<file path="config.mk">
export PLATFORM = sky130hd
export DESIGN_NAME = alu_arb_ctrl
export DESIGN_NICKNAME = d
export VERILOG_FILES = /design/src/rtl/alu_arb_ctrl.sv
export SDC_FILE = /design/constraint.sdc
export NUM_CORES = 1
export LEC_CHECK = 0
export ABC_AREA = 1
export CORE_UTILIZATION = 40
export CTS_CLUSTER_SIZE = 10
export DETAILED_ROUTE_END_ITERATION = 10
export GPL_TIMING_DRIVEN = 0
export MAX_ROUTING_LAYER = met4
export PLACE_DENSITY = 0.77
export SYNTH_ARGS = -nofsm -noshare
export SYNTH_HDL_FRONTEND = slang
export SYNTH_HIERARCHICAL = 1
export SYNTH_SLANG_ARGS = --single-unit
</file>
<file path="constraint.sdc">
create_clock -name clk -period 2.5 [get_ports clk]
set_clock_uncertainty 0.2 [all_clocks]
set_input_delay 0.5 -clock clk [delete_from_list [all_inputs] [get_ports clk]]
set_output_delay 0.5 -clock clk [all_outputs]
set_load 0.05 [all_outputs]
</file>
<file path="src/rtl/alu_arb_ctrl.sv">
// Round-robin front end sharing one fixed-latency ALU between two requesters.
// One command in flight; the response is held until its owner consumes it.

module alu_arb_lane (
  input  logic idle,
  input  logic resp,
  input  logic win,
  input  logic own,
  input  logic req_valid,
  input  logic rsp_ready,
  output logic req_ready,
  output logic rsp_valid,
  output logic rsp_hs
);
  assign req_ready = idle & win & req_valid;
  assign rsp_valid = resp & own;
  assign rsp_hs    = rsp_valid & rsp_ready;
endmodule

module alu_arb_ctrl #(
  parameter int ALU_LAT = 1,
  parameter int W       = 32
) (
  input  logic         clk,
  input  logic         rst_n,
  input  logic         req0_valid,
  output logic         req0_ready,
  input  logic [W-1:0] req0_a,
  input  logic [W-1:0] req0_b,
  input  logic [3:0]   req0_sel,
  output logic         rsp0_valid,
  input  logic         rsp0_ready,
  input  logic         req1_valid,
  output logic         req1_ready,
  input  logic [W-1:0] req1_a,
  input  logic [W-1:0] req1_b,
  input  logic [3:0]   req1_sel,
  output logic         rsp1_valid,
  input  logic         rsp1_ready,
  output logic [W-1:0] rsp_data,
  output logic         rsp_ovf,
  output logic         rsp_err,
  output logic [W-1:0] alu_a,
  output logic [W-1:0] alu_b,
  output logic [3:0]   alu_sel,
  input  logic [W-1:0] alu_out,
  input  logic         alu_ovf,
  output logic         busy
);
  localparam int         NREQ     = 2;
  localparam logic [3:0] CNT_INIT = 4'(ALU_LAT);

  typedef enum logic [1:0] {IDLE, EXEC, RESP} state_t;
  typedef struct packed {
    logic [W-1:0] a;
    logic [W-1:0] b;
    logic [3:0]   sel;
  } cmd_t;

  state_t state_q, state_d;
  logic [3:0] cnt_q;
  logic last_q, own_q;
  logic [NREQ-1:0] req_v, req_r, rsp_v, rsp_r, rsp_hs;
  cmd_t [NREQ-1:0] req_cmd;
  cmd_t acc_cmd;
  logic gnt_idx, idle, resp, acc, legal, arith;

  assign req_v      = {req1_valid, req0_valid};
  assign rsp_r      = {rsp1_ready, rsp0_ready};
  assign req_cmd[0] = {req0_a, req0_b, req0_sel};
  assign req_cmd[1] = {req1_a, req1_b, req1_sel};

  // Lone requester wins; on a tie the one that did not win last time.
  assign gnt_idx = (&req_v) ? ~last_q : req_v[1];
  assign idle    = (state_q == IDLE);
  assign resp    = (state_q == RESP);
  assign acc     = idle & (|req_v);
  assign acc_cmd = req_cmd[gnt_idx];
  assign legal   = (acc_cmd.sel <= 4'd4);
  // Only ADD/SUB report overflow; anything the ALU says for logic ops is dropped.
  assign arith   = (alu_sel == 4'd3) || (alu_sel == 4'd4);

  for (genvar g = 0; g < NREQ; g++) begin : g_lane
    alu_arb_lane u_lane (
      .idle      (idle),
      .resp      (resp),
      .win       (gnt_idx == 1'(g)),
      .own       (own_q == 1'(g)),
      .req_valid (req_v[g]),
      .rsp_ready (rsp_r[g]),
      .req_ready (req_r[g]),
      .rsp_valid (rsp_v[g]),
      .rsp_hs    (rsp_hs[g])
    );
  end

  assign req0_ready = req_r[0];
  assign req1_ready = req_r[1];
  assign rsp0_valid = rsp_v[0];
  assign rsp1_valid = rsp_v[1];
  assign busy       = ~idle;

  always_comb begin
    state_d = state_q;
    case (state_q)
      IDLE:    if (acc) state_d = legal ? EXEC : RESP;
      EXEC:    if (cnt_q == '0) state_d = RESP;
      RESP:    if (|rsp_hs) state_d = IDLE;
      default: state_d = IDLE;
    endcase
  end

  always_ff @(posedge clk or negedge rst_n) begin
    if (!rst_n) begin
      state_q  <= IDLE;
      cnt_q    <= '0;
      last_q   <= 1'b1;
      own_q    <= 1'b0;
      alu_a    <= '0;
      alu_b    <= '0;
      alu_sel  <= '0;
      rsp_data <= '0;
      rsp_ovf  <= 1'b0;
      rsp_err  <= 1'b0;
    end else begin
      state_q <= state_d;
      if (acc) begin
        own_q  <= gnt_idx;
        last_q <= gnt_idx;
        // Illegal opcodes never reach the ALU, so its inputs stay put.
        if (legal) begin
          alu_a   <= acc_cmd.a;
          alu_b   <= acc_cmd.b;
          alu_sel <= acc_cmd.sel;
          cnt_q   <= CNT_INIT;
        end else begin
          rsp_data <= '0;
          rsp_ovf  <= 1'b0;
          rsp_err  <= 1'b1;
        end
      end
      if (state_q == EXEC) begin
        if (cnt_q == '0) begin
          rsp_data <= alu_out;
          rsp_ovf  <= alu_ovf & arith;
          rsp_err  <= 1'b0;
        end else begin
          cnt_q <= cnt_q - 4'd1;
        end
      end
    end
  end
endmodule

</file>
==> results of run 1 <==
how the worst max path moves through the flow:
stage               slack (ns)    endpoint       start  cells past startpoint
global placement         -3.44   alu_b[14]       rst_n                      1
detailed placement       -0.87  req0_ready  req1_valid                      6
finish                    0.15  rsp1_valid  state_q[1]                      5
global route              0.01  rsp1_valid  state_q[1]                      5
floorplan                 0.14  req0_ready      last_q                      5
CTS                       0.09  rsp0_valid  state_q[1]                      5
per-stage QoR:
stage | cell area, um^2 | utilization, % | worst slack (ns) | cells | hold WS [ns]
2_1_floorplan | 5370 | - | 0.142 | 598 | 0.00441
3_3_place_gp | 8390 | 65.4 | -3.44 | 1051 | 0.264
3_5_place_dp | 8420 | 65.6 | -0.873 | 1052 | 0.267
4_1_cts | 8710 | 67.9 | 0.0860 | 1066 | 0.0270
5_1_grt | 8710 | 67.9 | 0.0125 | 1066 | 0.0595
6_report | 8710 | 67.9 | 0.150 | 1066 | 0.00271
routing by layer:
metal | GRT usage (%) | part of all wire, %
met1 | 28.6 | 41
met2 | 42.2 | 49
met3 | 6.25 | 7.1
met4 | 9.78 | 2.6
met5 | - | 0
where the power goes:
group | internal [mW] | switching [mW]
logic | 2.15 | 4.13
registers | 2.51 | 0.397
clock network | 0.822 | 0.615
total | 5.48 | 5.14
placed cells by master (no fill, tap or decap), types with 2 or more instances in the layout:
cell type | synthesis | final
clkdlybuf4s50_1 | 0 | 273
inv_1 | 58 | 58
buf_6 | 11 | 12
o21ai_2 | 27 | 27
nor2_1 | 42 | 42
nand2_2 | 2 | 2
mux2i_1 | 64 | 64
dfrtp_1 | 109 | 109
clkbuf_8 | 0 | 2
o21ai_1 | 41 | 41
nand3_1 | 7 | 7
o21ai_0 | 5 | 5
clkbuf_1 | 6 | 8
nand2_1 | 192 | 192
nor2_2 | 4 | 4
inv_2 | 2 | 2
a21oi_1 | 2 | 2
dlygate4sd2_1 | 0 | 3
clkbuf_16 | 0 | 9
buf_2 | 14 | 14
xor2_1 | 2 | 2
final cells by class:
cell class / count / area share [%]
plain buffers: 32 / 2.83
clock buffers: 13 / 2.99
clock inverters: 1 / 0.345
inverters: 60 / 2.59
multi-input cells: 396 / 24.7
flip-flops and latches: 110 / 31.6
well taps: 172 / 2.47
repair buffers: 282 / 32.4
state kept, by name, summed over array words and instances, names as in the netlist:
name	flops
alu_a	32
alu_b	32
alu_sel	4
cnt_q	4
last_q	1
own_q	1
rsp_data	32
rsp_err	1
rsp_ovf	1
state_q	2
kinds of logic (layout without fill, tap and decap cells):
group / after synthesis / in the layout / share of synthesized area [%]
AO/OA/AOI/OAI: 76 / 76 / 9.05
XOR/XNOR: 2 / 2 / 0.327
adder cells (fa/ha/maj): 1 / 1 / 0.233
buffers and inverters: 92 / 388 / 8.51
flip-flops: 110 / 110 / 51.3
multiplexers: 64 / 64 / 11.9
AND/OR/NAND/NOR: 253 / 253 / 18.6
worst register-to-register path, delay by kind of cell, from the launching register on:
kind	cells	cell delay [ns]
flops	1	0.53
simple gates	5	0.53
buf+inv	1	0.46
compound gates	2	0.25
==> impl_metrics.env, run 1 <==
export IMPL_hp_class="in -> async"
export IMPL_crit_top_cell="inv_1"
export IMPL_drtAntennaViolNets=0
export IMPL_fin_nets=1067
export IMPL_setup_viol=0
export IMPL_crit_fanout=3
export IMPL_fp_coreArea_um2=12800
export IMPL_areaGrowthSynthToFinish_pct=62.4
export IMPL_dp_hpwl_um=12900
export IMPL_clock_path_buffers=2
export IMPL_clkTransAtPathRegs_ns=0.07
export IMPL_drc=0
export IMPL_status="completed"
export IMPL_reg2reg_to="alu_b[1]"
export IMPL_tns_ns=0
export IMPL_crit_chain="inv_1 -> nor2_1 -> nand2_1 -> inv_1 -> clkdlybuf4s15_1"
export IMPL_endpoint_kind="output port"
export IMPL_antenna_found_initial=0
export IMPL_max_slew_margin_rel_pct=50.3
export IMPL_fill_cells=1055
export IMPL_r2r_start="last_q"
export IMPL_regArea_um2=2750
export IMPL_synth_top_area_share_pct=50.8
export IMPL_cts_setup_buffers=0
export IMPL_cts_buffers=9
export IMPL_totalWireLength_um=16500
export IMPL_first_pass_iters=4
export IMPL_port_buffer_count=281
export IMPL_hold_viol_final=0
export IMPL_ys_ff_latch=110
export IMPL_cts_tree="done"
export IMPL_synth_top_cell_by_area="dfrtp_1"
export IMPL_arrival_ns=1.65
export IMPL_cpMaxStageDelayCell="clkdlybuf4s15_1"
export IMPL_grt_usage_pct=25.1
export IMPL_synth_area_um2=5370
export IMPL_syn_num_nets=774
export IMPL_reg2regPathDepth=8
export IMPL_cp_top_family="buffers and inverters"
export IMPL_grt_pass1_wl_um=26500
export IMPL_synth_enable_flop_cells=0
export IMPL_antenna_cells=0
export IMPL_maxCapViolations=0
export IMPL_fin_crit_sh_pct=94.0
export IMPL_crit_path_max_incr_delay_ns=0.51
export IMPL_grt_start_max_net_pins=57
export IMPL_wl_per_cell_um=15.5
export IMPL_routabilityCongestion=0.867
export IMPL_synth_flop_cell="dfrtp_1"
export IMPL_die_area_um2=13900
export IMPL_synth_warnings=6
export IMPL_grt_pass1_vias=5144
export IMPL_die_h_um=118
export IMPL_synth_most_common_cell="nand2_1"
export IMPL_clock_fmax_ghz=0.426
export IMPL_initial_core_util_pct=41.8
export IMPL_row_count=41
export IMPL_post_route_min_period_ns=2.35
export IMPL_postSynth_asyncResetShare_pct=100
export IMPL_root_buffer="clkbuf_16"
export IMPL_drive_gt1_share_pct=9.28
export IMPL_critPathBufInv=3
export IMPL_gr_total_overflow=0
export IMPL_htreeDepth=3
export IMPL_routed_via_density=4.73
export IMPL_yosysSeqAreaShare_pct=51.3
export IMPL_syn_avg_cell_area_um2=8.97
export IMPL_synth_common_cells="192 x nand2_1, 109 x dfrtp_1, 64 x mux2i_1"
export IMPL_tightest_slew_ns=0.746
export IMPL_drtIter0Drc=235
export IMPL_crit_type="reg -> out"
export IMPL_ys_top_cells_by_area="dfrtp_1 51%, nand2_1 13%, mux2i_1 12%"
export IMPL_pwr_density_cell_nw_per_um2=1220
export IMPL_multiInputGateArea_um2=2150
export IMPL_post_cts_resized=21
export IMPL_power_leakage_nw=4.21
export IMPL_die_w_um=118
export IMPL_dr_total_vias=5044
export IMPL_clk_latency_ns=0.35
export IMPL_ir_drop_mv=0.624
export IMPL_clkSinkCount=110
export IMPL_reg2reg_slack_ns=0.38
export IMPL_io_pins=282
export IMPL_slew_violations=0
export IMPL_crit_required_ns=1.80
export IMPL_startpoint_type="register"
export IMPL_syn_inst=598
export IMPL_ys_types=27
export IMPL_rsz0062_at_grt="false"
export IMPL_totalPowerFinal_mw=10.6
export IMPL_ctsHoldBuffers=0
(Power assumes the default switching activity.)
==> run 2: changes to the inputs <==
Settings changed: TNS_END_PERCENT set to 30.
==> run 2 against run 1 <==
  * Sequential cell count stayed put
  * Non-clock buffer count stayed put
  * Total power about the same
  * Sequential share of layout area is essentially flat
  * Clock power about the same
  * Fmax decreased by 0.72%
  * Count of clock-buffer cells in the layout did not move
  * Critical path depth grew 1
  * Die area did not move
  * Worst setup slack worse by 0.017 ns
  * Global-route usage about the same
  * Critical endpoint is now req1_ready
==> impl_metrics.env, run 2 (synthesized netlist as in run 1, its figures left out) <==
export IMPL_status="completed"
export IMPL_reg_top3="alu_a (32), alu_b (32), rsp_data (32)"
export IMPL_rsz0062_at_grt="false"
export IMPL_hold_viol_final=0
export IMPL_cts_tree="done"
export IMPL_fin_nets=1067
export IMPL_post_route_min_period_ns=2.37
export IMPL_grtUsageMet3_pct=6.30
export IMPL_grt_start_max_net_pins=57
export IMPL_endpoint_kind="output port"
export IMPL_reg2reg_slack_ns=0.39
export IMPL_reg2reg_to="alu_a[29]"
export IMPL_clkTransAtPathRegs_ns=0.07
export IMPL_drive_gt1_share_pct=9.28
export IMPL_crit_required_ns=1.80
export IMPL_grt_pass1_vias=5144
export IMPL_setup_viol=0
export IMPL_grt_usage_pct=25.1
export IMPL_root_buffer="clkbuf_16"
export IMPL_pwr_density_cell_nw_per_um2=1220
export IMPL_layout_commonest_cell="clkdlybuf4s50_1"
export IMPL_port_buffer_count=281
export IMPL_use_met1_pct=28.6
export IMPL_dr_total_vias=5041
export IMPL_ctsHoldBuffers=0
export IMPL_whs_ns=0.00247
export IMPL_initial_core_util_pct=41.8
export IMPL_clock_fmax_ghz=0.423
export IMPL_postLayoutCoreUtil_pct=68.0
export IMPL_fin_crit_sh_pct=94.7
export IMPL_layout_common_cells="273 x clkdlybuf4s50_1, 192 x nand2_1, 109 x dfrtp_1"
export IMPL_slew_violations=0
export IMPL_die_area_um2=13900
export IMPL_first_pass_iters=4
export IMPL_maxCapViolations=0
export IMPL_gr_total_overflow=0
export IMPL_drtAntennaViolNets=0
export IMPL_htreeDepth=3
export IMPL_crit_type="in -> out"
export IMPL_fp_coreArea_um2=12800
export IMPL_ir_drop_mv=0.623
export IMPL_drtIter0Drc=234
export IMPL_cts_buffers=9
export IMPL_die_w_um=118
export IMPL_tightest_slew_ns=0.748
export IMPL_antenna_cells=0
export IMPL_antenna_found_initial=0
export IMPL_startpoint_type="input pin"
export IMPL_routed_via_density=4.73
export IMPL_clock_path_buffers=2
export IMPL_power_leakage_nw=4.21
export IMPL_drc=0
export IMPL_grt_pass1_wl_um=26500
export IMPL_routabilityCongestion=0.867
export IMPL_tns_ns=0
export IMPL_clkSinkCount=110
export IMPL_use_met2_pct=42.2
export IMPL_max_slew_margin_rel_pct=50.1
export IMPL_areaGrowthSynthToFinish_pct=62.5
export IMPL_wl_per_cell_um=15.4
export IMPL_row_count=41
export IMPL_io_pins=282
export IMPL_r2r_start="last_q"
export IMPL_grt_busiest_layer="met2"
export IMPL_totalWireLength_um=16500
export IMPL_hp_class="in -> async"
export IMPL_dp_hpwl_um=12900
export IMPL_die_h_um=118
export IMPL_crit_fanout=8
export IMPL_arrival_ns=1.67
export IMPL_clk_latency_ns=0.35
export IMPL_reg2regPathDepth=8
-- run 2: worst max path at each step --
| stage | to | startpoint | cells after the start |
|---|---|---|---|
| after detailed placement | req0_ready | req1_valid | 6 |
| after global routing | rsp1_valid | state_q[1] | 5 |
| after CTS | rsp0_valid | state_q[1] | 5 |
| after floorplan | req0_ready | last_q | 5 |
| final | req1_ready | req1_valid | 6 |
| after global placement | alu_b[14] | rst_n | 1 |
-- run 2: worst max-delay path, cell delays in order --
cell and delay (ns):
dlygate4sd2_1 0.40, nand2_4 0.15, inv_2 0.09, nand2_1 0.05
nor2_1 0.08, clkdlybuf4s15_2 0.39
-- run 2: where the power goes --
group | switching, mW | internal, mW
Sequential | 0.395 | 2.51
Combinational | 4.13 | 2.15
Clock | 0.615 | 0.822
Total | 5.14 | 5.49
-- run 2: final cells by class --
type | count | area [um^2]
multi-input combinational | 396 | 2150
fill | 1054 | 4110
clock buffer | 13 | 260
tap | 172 | 215
inverter | 60 | 225
clock inverter | 1 | 30.0
sequential | 110 | 2750
timing repair buffer | 282 | 2830
buffer | 32 | 246
-- run 2: per-layer routing --
layer | part of all wire (%) | vias to the layer above
met4 | 2.6 | 0
met1 | 40 | 2347
met5 | 0 | -
li1 | - | 2469
met3 | 7.8 | 29
met2 | 49 | 196
-- run 2: through the flow --
step	cells	power, mW	instance area (um^2)	setup WS, ns
6_report	1066	10.6	8720	0.133
5_1_grt	1066	11.2	8720	0.0125
4_1_cts	1066	10.7	8720	0.0860
3_5_place_dp	1052	9.25	8420	-0.873
3_3_place_gp	1051	9.13	8390	-3.44
2_1_floorplan	598	6.99	5370	0.142
-- run 2: repair_timing --
item                                    in CTS  in global routing
endpoints found under the setup margin       5                  2
gates resized for setup                     19                  3
buffers inserted                             0                  0
==> run 3: changes to the inputs <==
Settings changed: CORE_UTILIZATION 40 to 43, DONT_BUFFER_PORTS set to 1, PLACE_DENSITY 0.77 to 0.56.
Clock period 2.5 ns to 1.9 ns, I/O delays scaled along.
==> run 3 against run 2 <==
  * The run now ends with hold timing, setup timing left
  * Total power is 18% higher
  * Die area is 6.9% lower
  * Global-route usage is 3.3 points lower
  * Worst setup slack lost 0.32 ns
  * Critical endpoint is now alu_a[15]
  * Largest cell class is now sequential cells
==> impl_metrics.env, run 3 (synthesized netlist as in run 1, its figures left out) <==
export IMPL_status="complete, but fails checks"
export IMPL_violations="hold timing, setup timing"
export IMPL_clkTransAtPathRegs_ns=0.07
export IMPL_power_leakage_nw=3.43
export IMPL_crit_type="reg -> reg"
export IMPL_routabilityCongestion=0.757
export IMPL_totalPowerFinal_mw=12.6
export IMPL_dpl_cell_area_um2=5590
export IMPL_drive_gt1_share_pct=24.3
export IMPL_fin_crit_sh_pct=110
export IMPL_areaGrowthSynthToFinish_pct=25.0
export IMPL_startpoint_type="register"
export IMPL_tns_ns=-11.46
export IMPL_clock_path_buffers=2
export IMPL_grt_pass1_wl_um=20800
export IMPL_placed_cells=766
export IMPL_maxCapViolations=0
export IMPL_antenna_found_initial=0
export IMPL_die_w_um=114
export IMPL_fp_coreArea_um2=12100
export IMPL_arrival_ns=2.12
export IMPL_reg2regPathDepth=8
export IMPL_port_buffer_count=0
export IMPL_clk_latency_ns=0.35
export IMPL_whs_ns=-0.485
export IMPL_grt_pass1_vias=4030
export IMPL_cts_tree="done"
export IMPL_ctsHoldBuffers=33
export IMPL_initial_core_util_pct=44.3
export IMPL_post_route_min_period_ns=2.09
export IMPL_pwr_density_cell_nw_per_um2=1880
export IMPL_die_h_um=114
export IMPL_seqPwrFrac_pct=56.9
export IMPL_crit_fanout=10
export IMPL_ir_drop_mv=1.07
export IMPL_p_int_mw=5.88
export IMPL_tightest_slew_ns=0.611
export IMPL_crit_required_ns=1.93
export IMPL_setup_viol=106
export IMPL_dp_slack_ns=-0.282
export IMPL_clockPowerShare_pct=15.2
export IMPL_grt_usage_pct=21.8
export IMPL_grt_start_max_net_pins=111
export IMPL_root_buffer="clkbuf_16"
export IMPL_reg_top3="alu_a (32), alu_b (32), rsp_data (32)"
export IMPL_dr_total_vias=4151
export IMPL_antenna_cells=0
export IMPL_endpoint_kind="register"
export IMPL_io_pins=282
export IMPL_drtIter0Drc=198
export IMPL_hold_viol_final=110
export IMPL_clkSinkCount=110
export IMPL_clock_fmax_ghz=0.480
export IMPL_routed_via_density=5.02
export IMPL_dp_hpwl_um=9830
export IMPL_power_switching_mw=6.71
export IMPL_totalWireLength_um=13700
export IMPL_instances_no_fill=827
export IMPL_drtAntennaViolNets=0
export IMPL_slew_violations=0
export IMPL_first_pass_iters=5
export IMPL_cts_buffers=9
export IMPL_row_count=40
export IMPL_layout_common_cells="148 x nand2_1, 109 x dfrtp_1, 64 x mux2i_1"
export IMPL_die_area_um2=12900
export IMPL_fin_area_um2=6710
export IMPL_rsz0062_at_grt="true"
export IMPL_netSwitchingFraction_pct=53.3
export IMPL_max_slew_margin_rel_pct=59.3
export IMPL_fill_cells=1106
export IMPL_gr_total_overflow=0
export IMPL_wl_per_cell_um=16.6
export IMPL_htreeDepth=3
export IMPL_combPwrFrac_pct=27.9
export IMPL_setup_ws_ns=-0.185
export IMPL_fin_nets=830
export IMPL_hp_class="in -> async"
export IMPL_drc=0
export IMPL_layout_commonest_cell="nand2_1"
export IMPL_postLayoutCoreUtil_pct=55.4
run 3: cell type report:
cell class	instances	area, um^2	share of cell area, %
Buffer	32	338	5.04
Clock buffer	11	243	3.62
Clock inverter	5	56.3	0.839
Inverter	60	236	3.53
Multi-Input combinational cell	396	2380	35.5
Sequential cell	110	2750	41.1
Tap cell	168	210	3.13
Timing Repair Buffer	45	490	7.31
run 3: timing repair:
action | CTS | global route
resized for setup | 46 | 65
setup endpoints to repair | 107 | 109
buffers inserted | 8 | 1
pin swaps | 6 | 4
hold endpoints to repair | 143 | 110
cloned | 1 | 2
run 3: worst paths after layout:
path	to	startpoint	slack, ns
worst max-delay path	alu_a[15]	state_q[0]	-0.19
worst min-delay path	alu_b[16]	rst_n	-0.48
worst max register to register	alu_a[15]	state_q[0]	-0.19
worst min register to register	last_q	last_q	0.30
max in group asynchronous	last_q	rst_n	1.77
min in group clk	alu_b[0]	req1_b[0]	0.02
run 3: metal layers:
metal	GRT usage [%]	routed length, um	up-vias
met4	6.58	218	0
met5	-	0	-
met3	6.11	959	16
met2	37.4	7170	161
li1	-	-	1995
met1	24.8	5390	1979
run 3: power by group through the flow:
stage,sequential (mW),clock [mW],combinational (mW)
after global placement,7.11,0,2.71
after CTS,7.11,1.98,3.23
after detailed placement,7.14,0,2.78
final,7.16,1.92,3.51
after global routing,7.26,2.06,3.94
after floorplan,6.88,0,2.33
run 3: worst max-delay path, cell delays in order, from the launching register on:
cell and delay, ns:
dfrtp_1 0.41, nor2_4 0.16, clkinvlp_4 0.33, nor2_4 0.23
nand3_4 0.15, buf_12 0.19, buf_8 0.14, nand2_1 0.07
o21ai_1 0.08
